--- config.mk ---
export PLATFORM = sky130hd
export DESIGN_NAME = cmp_core
export DESIGN_NICKNAME = d
export VERILOG_FILES = /design/src/rtl/cmp_core.sv
export SDC_FILE = /design/constraint.sdc
export NUM_CORES = 1
export LEC_CHECK = 0
export ABC_AREA = 1
export CAP_MARGIN = 15
export CORE_AREA = 2 2 39 41
export CTS_CLUSTER_DIAMETER = 60
export DETAILED_ROUTE_END_ITERATION = 10
export DIE_AREA = 0 0 41 43
export PLACE_DENSITY = 0.67
export SYNTH_ARGS = -nofsm -noshare
export SYNTH_HDL_FRONTEND = slang
export SYNTH_SLANG_ARGS = --single-unit
--- constraint.sdc ---
create_clock -name clk -period 1.95 [get_ports clk]
set_input_delay 0.39 -clock clk [delete_from_list [all_inputs] [get_ports clk]]
set_output_delay 0.39 -clock clk [all_outputs]
set_load 0.1 [all_outputs]
--- src/rtl/cmp_core.sv ---
// Registered unsigned/signed magnitude comparator producing GT and EQ flags.
// Optional input staging registers are enabled by defining CMP_INPUT_REG_EN.
module cmp_core #(
  parameter int unsigned WIDTH = 6
) (
  input  logic             clk,
  input  logic             rst,
  input  logic [WIDTH-1:0] x,
  input  logic [WIDTH-1:0] y,
  output logic             unsignedGL,
  output logic             signedGL,
  output logic             equal
);

  logic [WIDTH-1:0] xc;
  logic [WIDTH-1:0] yc;

`ifdef CMP_INPUT_REG_EN
  logic [WIDTH-1:0] xq;
  logic [WIDTH-1:0] yq;

  always_ff @(posedge clk) begin
    if (rst) begin
      xq <= '0;
      yq <= '0;
    end else begin
      xq <= x;
      yq <= y;
    end
  end

  assign xc = xq;
  assign yc = yq;
`else
  assign xc = x;
  assign yc = y;
`endif

  logic [WIDTH:0] diff;
  logic           borrow;
  logic           zeroF;
  logic           negF;
  logic           ovfF;
  logic           uGtNext;
  logic           sGtNext;

  // Signed ordering comes from N^V of the subtraction, so the
  // most-negative vs most-positive case needs no special handling.
  always_comb begin
    diff    = {1'b0, xc} - {1'b0, yc};
    borrow  = diff[WIDTH];
    zeroF   = (diff[WIDTH-1:0] == '0);
    negF    = diff[WIDTH-1];
    ovfF    = (xc[WIDTH-1] ^ yc[WIDTH-1]) & (xc[WIDTH-1] ^ negF);
    uGtNext = ~borrow & ~zeroF;
    sGtNext = ~(negF ^ ovfF) & ~zeroF;
  end

  always_ff @(posedge clk) begin
    if (rst) begin
      unsignedGL <= 1'b0;
      signedGL   <= 1'b0;
      equal      <= 1'b0;
    end else begin
      unsignedGL <= uGtNext;
      signedGL   <= sGtNext;
      equal      <= zeroF;
    end
  end

endmodule

Word-level counts from Yosys, hierarchy flattened
Cells that the tools add are included.
- bitwise gates (word level): 9
- add/sub/neg operators: 1
- reductions and logical operators: 1
- operator list (kind ; number):
    subtractor 6 x 6 -> 7 bit ; 1
    zero test 6 bit ; 1
    bitwise AND 1 bit ; 3
    NOT 1 bit ; 3
    XOR 1 bit ; 3
- output and inout bits: 3
- register bits: 3
- logic and storage cells: 14
- input bits: 14

Logic depth before layout (Yosys ltp)
- depth after elaboration: 6
- mapped depth: 14
- mapped depth without buffers: 14

Worst setup path before layout
No wires, ideal clock.
- path kind: input to register
- start: input y[2]
- end: register unsignedGL
- data required time: 1835 ps
- data arrival time: 1904 ps
- cell stages on the path: 13
- buffers on the path: 0
- path slack: -69 ps
- library setup time: 115 ps
- cells stage by stage: inv_1 -> ha_1 -> inv_1 -> nand2_1 -> nand3_1 -> nand2_1 -> a21oi_1 -> fa_1 -> nand3b_1 -> nor2_1 -> nand3_2 -> nand2_1 -> nor2_1
- cells in the longest elaborated chain, start to end: 4
- elaborated cells on any way between the ends: 5
- classes of those cells: add/sub: 1; bitwise: 3; reduce/logical: 1
- ends and longest elaborated chain (element ; line ; RTL):
    from (decl) ; 9 ; input logic [WIDTH-1:0] y,
    subtractor 6 x 6 -> 7 bit * ; 50 ; diff = {1'b0, xc} - {1'b0, yc};
    zero test 6 bit ; 52 ; zeroF = (diff[WIDTH-1:0] == '0);
    NOT 1 bit ; 55 ; uGtNext = ~borrow & ~zeroF;
    bitwise AND 1 bit * ; 55 ;
    to (signal assigned) ; 65 ; unsignedGL <= uGtNext;
    to (decl) ; 10 ; output logic unsignedGL,
Every way passes the cells marked *; elsewhere a longest branch is shown, timed or not.
A chain may end at the register's enable or synchronous reset.

Worst setup path in the final report
- start: input x[1]
- end: register signedGL
- cells in the longest elaborated chain, start to end: 6
- elaborated cells on any way between the ends: 8
- classes of those cells: add/sub: 1; bitwise: 6; reduce/logical: 1
- ends and longest elaborated chain (element ; line ; RTL):
    from (decl) ; 8 ; input logic [WIDTH-1:0] x,
    subtractor 6 x 6 -> 7 bit * ; 50 ;
    XOR 1 bit ; 54 ; ovfF = (xc[WIDTH-1] ^ yc[WIDTH-1]) & (xc[WIDTH-1] ^ negF);
    bitwise AND 1 bit ; 54 ;
    XOR 1 bit ; 56 ; sGtNext = ~(negF ^ ovfF) & ~zeroF;
    NOT 1 bit ; 56 ;
    bitwise AND 1 bit * ; 56 ;
    to (signal assigned) ; 66 ; signedGL <= sGtNext;
    to (decl) ; 11 ; output logic signedGL,
Marks and branches as above.

==> flow_summary.toml <==
[global_route]
track_usage = 0.0992
grt_start_max_net_pins = 5
antenna_found_initial = 0
grt_overflow = 0
grt_pass1_vias = 359
grt_pass1_wl_mm = 1.22

[route]
vias_per_cell = 4.24
wl_per_cell_um = 7.73
drt_pass1_iterations = 2
drtIter0Drc = 5
ant_nets = 0
vias = 403
wirelength_um = 734
drc = 0

[pwr]
pwr_density_cell_mw_per_mm2 = 516
vdd_drop_max_v = 0.000173
p_leak_nw = 0.344

[cts]
cts.sinks = 3
numCtsBuffers = 3
htree_levels = 1
cts_tree = "done"
clkTransAtPathRegs_ns = 0.04
root_buffer = "clkbuf_4"
postCtsHoldBufs = 0
cts_buffer_depth = 2

[yosys]
ys_seq_elements = 3
synth.distinct_cells = 12
synthCells = 52
syn_nets = 74
yosysWarnings = 0
syn_area_um2 = 357
avgSynthCellArea_um2 = 6.86
seq_area_frac_synth = 0.168

[cells_and_area]
regArea_um2 = 60.1
nFillCells = 138
stdcell_count = 95
final_cell_mix = "buf_4, nand2_1, inv_1"
multi_input_area_um2 = 323
num_antenna_cells = 0
layout-drive-gt1-share = 0.481
final_common_cell = "buf_4"
nNetsFinal = 102
area_growth_pct = 86.0

[job]
cap_violations = 0

[die]
io_pins = 17
fp.dieW_um = 41
floorplan.die.height_um = 43
die_area_mm2 = 0.00176
num_rows = 14
core_area_mm2 = 0.00138
initial_utilization = 0.258

[critical_path]
path_buf_inv = 1
worstSetupStartpointType = "input pin"
cp-end-kind = "flip-flop"
slowest_delay_ns = 0.52
cp.arrival_ns = 2.00
crit_slowest_cell = "fa_1"
crit_family = "adder cells"
cp_cell_sequence = "buf_6, ha_4, nand2_1, nand2_1, nand3_2, nand2_2, a21oi_2, fa_1, nand3b_1, nor2_1, nand3_2, nand2_2, nor2_1"
crit_type = "input pin to flip-flop"
required_ns = 2.08
cp_max_fo = 2

[placed_design]
post-dp-hpwl_um = 557
gp_congestion = 0.708
port_buffers = 16
dp_cells = 90

[sta]
slew_headroom = 0.816
whs_ns = 0.696
tightest_slew_ns = 0.278
fmax_ghz = 0.534
finalSetupViolations = 0
hold_violations = 0
slew_violations = 0
period_minus_slack_ns = 1.87
fin_crit_sh = 0.960
rsz0062_at_grt = "yes"

[outcome]
outcome = "finished, final reports clean"

[hold_path]
hold_class = "input pin to flip-flop"
## worst paths after layout
check             depth (start not counted)  slack, ns  startpoint  endpoint
hold / removal                            7       0.70        x[1]     equal
setup / recovery                         13       0.08        x[1]  signedGL
## worst min-delay path, cell delays in order
cell	delay, ns
buf_6	0.08
ha_4	0.11
a21oi_1	0.06
nand3_1	0.06
nand2_1	0.06
nand3_2	0.09
nor2_1	0.04
## Yosys cell counts (all sizes together)
| library cell | instances | area, um^2 |
|---|---|---|
| nand4 | 1 | 6.26 |
| nand3 | 6 | 35.0 |
| ha | 6 | 75.1 |
| a21oi | 3 | 15.0 |
| nand3b | 1 | 7.51 |
| inv | 14 | 52.6 |
| xor2 | 1 | 8.76 |
| nand2 | 10 | 37.5 |
| fa | 2 | 40.0 |
| nor2 | 5 | 18.8 |
| dfxtp | 3 | 60.1 |
## cell families (layout without fill, tap and decap cells)
logic type | Yosys count | in the layout | synth area share
adder cells (fa/ha/maj) | 8 | 8 | 0.323
AO/OA/AOI/OAI | 3 | 3 | 0.0421
XOR/XNOR | 1 | 1 | 0.0246
flip-flops | 3 | 3 | 0.168
buffers and inverters | 14 | 41 | 0.147
AND/OR/NAND/NOR | 23 | 23 | 0.295
## metal layers
metal	vias to the layer above	wire length (um)	global-route usage	part of all wire
met5	-	0	0	0
met2	13	384	0.159	0.52
met1	173	300	0.109	0.41
met4	0	5	0.0533	0.0068
li1	215	-	-	-
met3	2	44	0.0314	0.060
## repair_timing
| action | 4_1_cts | 5_1_grt |
|---|---|---|
| setup endpoints to repair | 3 | 3 |
| setup buffers | 1 | 0 |
| pin swaps | 14 | 13 |
| gates resized for setup | 23 | 19 |
## state kept, by name (all words and copies together) (netlist names)
name and count:
equal 1, signedGL 1, unsignedGL 1
## stage by stage
| step | area (um^2) | worst slack, ns | TNS (ns) | power, mW | util |
|---|---|---|---|---|---|
| 2_1_floorplan | 388 | 0.000866 | 0 | 0.163 | - |
| 3_3_place_gp | 606 | -0.616 | -1.73 | 0.222 | 0.438 |
| 3_5_place_dp | 606 | -0.618 | -1.75 | 0.223 | 0.438 |
| 4_1_cts | 672 | 0.00639 | 0 | 0.345 | 0.486 |
| 5_1_grt | 663 | -0.0246 | -0.0444 | 0.370 | 0.479 |
| 6_report | 663 | 0.0789 | 0 | 0.342 | 0.479 |
## cell type report
| cell class | instances | area share |
|---|---|---|
| multi-input cells | 35 | 0.487 |
| inverters | 14 | 0.0830 |
| well taps | 16 | 0.0302 |
| repair buffers | 23 | 0.270 |
| flip-flops and latches | 3 | 0.0906 |
| clock buffers | 4 | 0.0396 |
## power by group
part / total, mW / switching, mW / internal, mW
clock: 0.111 / 0.0345 / 0.0768
combinational: 0.165 / 0.0886 / 0.0761
sequential: 0.0665 / 0.000909 / 0.0655
Note: power is estimated with default switching activity, not from simulation.
==> variant (same flow settings) <==
Remove the register `unsignedGL`: a continuous assignment takes its place, so the output `unsignedGL` follows one clock earlier.
--- a/src/rtl/cmp_core.sv
+++ b/src/rtl/cmp_core.sv
@@ -58,15 +58,15 @@
 
   always_ff @(posedge clk) begin
     if (rst) begin
-      unsignedGL <= 1'b0;
       signedGL   <= 1'b0;
       equal      <= 1'b0;
     end else begin
-      unsignedGL <= uGtNext;
       signedGL   <= sGtNext;
       equal      <= zeroF;
     end
   end
 
+  assign unsignedGL = uGtNext;
+
 endmodule
 
Formal check against the unedited RTL: not equivalent (a bounded check fails within 4 cycles, from zero or initial values and one cycle with rst high).
==> variant against the unedited design <==
The run now ends with setup timing left. Setup slack got worse by 0.85 ns. Synthesized area is 2.8% higher. Critical path depth rose by 2. Sequential cell count decreased by 1. Wire length grew 110%. Die area is the same. Core utilization grew 23 points. Final area rose by 48%. Highest routed layer unchanged.
Power is not compared: it rests on default switching activity, and its combinational part moved more than twofold at a synthesized area within 25%.
==> variant: results (changes against the unedited design) <==
Met3 wire len - 56 µm (was 44 µm)
Failing checks - setup timing
DP Worst Slack - -1.232 ns (was -0.6184 ns)
GPL Wtd Cong - 0.7776 (was 0.7084)
M1 GR Usage - 19.55% (was 10.86%)
Largest net degree at the start of global routing - 7 (was 5)
XOR/XNOR Fraction of Synth Area - 0% (was 2.456%)
Synth Area in Adders - 31.40% (was 32.28%)
Initial drt markers - 0 (was 5)
Setup tns final - -1.610 ns (was 0 ns)
Layout cells sized above 1 - 64.04% (was 48.10%)
Synth area leaders - ha_1 20%, inv_1 13%, nand2_1 13% (was ha_1 21%, dfxtp_1 17%, inv_1 15%)
Syn Area/Cell - 6.321 µm² (was 6.858 µm²)
Compound-cell area share of the yosys netlist - 6.826% (was 4.211%)
Final nets - 138 (was 102)
Final worst setup slack - -0.7680 ns (was 0.07888 ns)
Status - complete, but fails checks (was complete, no violations)
Met2 GRT Util - 37.81% (was 15.94%)
Met1 wire length - 535 µm (was 300 µm)
Setup violations, final - 3 (was 0)
Net Count, Synth - 80 (was 74)
Fill cells - 112 (was 138)
Area growth, synth to finish - 168.6% (was 85.96%)
Most common library cells after synthesis - 13 x inv_1, 13 x nand2_1, 7 x nand3_1, 6 x ha_1, 5 x nor2_1 (was 14 x inv_1, 10 x nand2_1, 6 x ha_1, 5 x nand3_1, 5 x nor2_1)
Placement Cell Area - 699.4 µm² (was 605.6 µm²)
Vias per inst - 4.362 (was 4.242)
Vias in the first global route - 614 (was 359)
Critical path's largest stage delay - 0.47 ns (was 0.52 ns)
DR WL/cell - 11.58 µm (was 7.726 µm)
All-Layer GR Usage - 21.16% (was 9.920%)
First-pass GRT wire length - 2463 µm (was 1221 µm)
CP Data Arrival Time - 2.33 ns (was 2.00 ns)
Met2 wire length - 887 µm (was 384 µm)
Rel. slew slack - 81.66% (was 81.59%)
Drt first pass iters - 1 (was 2)
Non-filler cells, final - 130 (was 95)
Synth cell types - 14 (was 12)
Crit-path max FO - 3 (was 2)
==> variant: layout make-up <==
cell class                 count  share of cell area (%)
multi-input combinational     43                   41.42
sequential                     2                   4.066
clock buffer                   3                   2.287
tap                           16                   2.033
inverter                      13                   5.210
timing repair buffer          53                   44.98
==> variant: worst paths after layout <==
path | from | to | slack [ns] | depth (start not counted)
worst max-delay path | y[2] | unsignedGL | -0.77 | 15
worst min-delay path | rst | equal | 0.69 | 2
==> variant: power by group through the flow <==
stage	clock network [mW]	logic, mW	registers, mW
after detailed placement	0	0.215	0.0445
final	0.0926	0.334	0.0439
after floorplan	0	0.110	0.0599
after global placement	0	0.213	0.0443
after CTS	0.0950	0.299	0.0440
after global routing	0.104	0.362	0.0440
==> variant: what timing repair did <==
item	in CTS	in global routing
endpoints found under the hold margin	0	0
buffers inserted	23	2
pin swaps	15	11
setup endpoints to repair	3	3
gates resized for setup	41	10
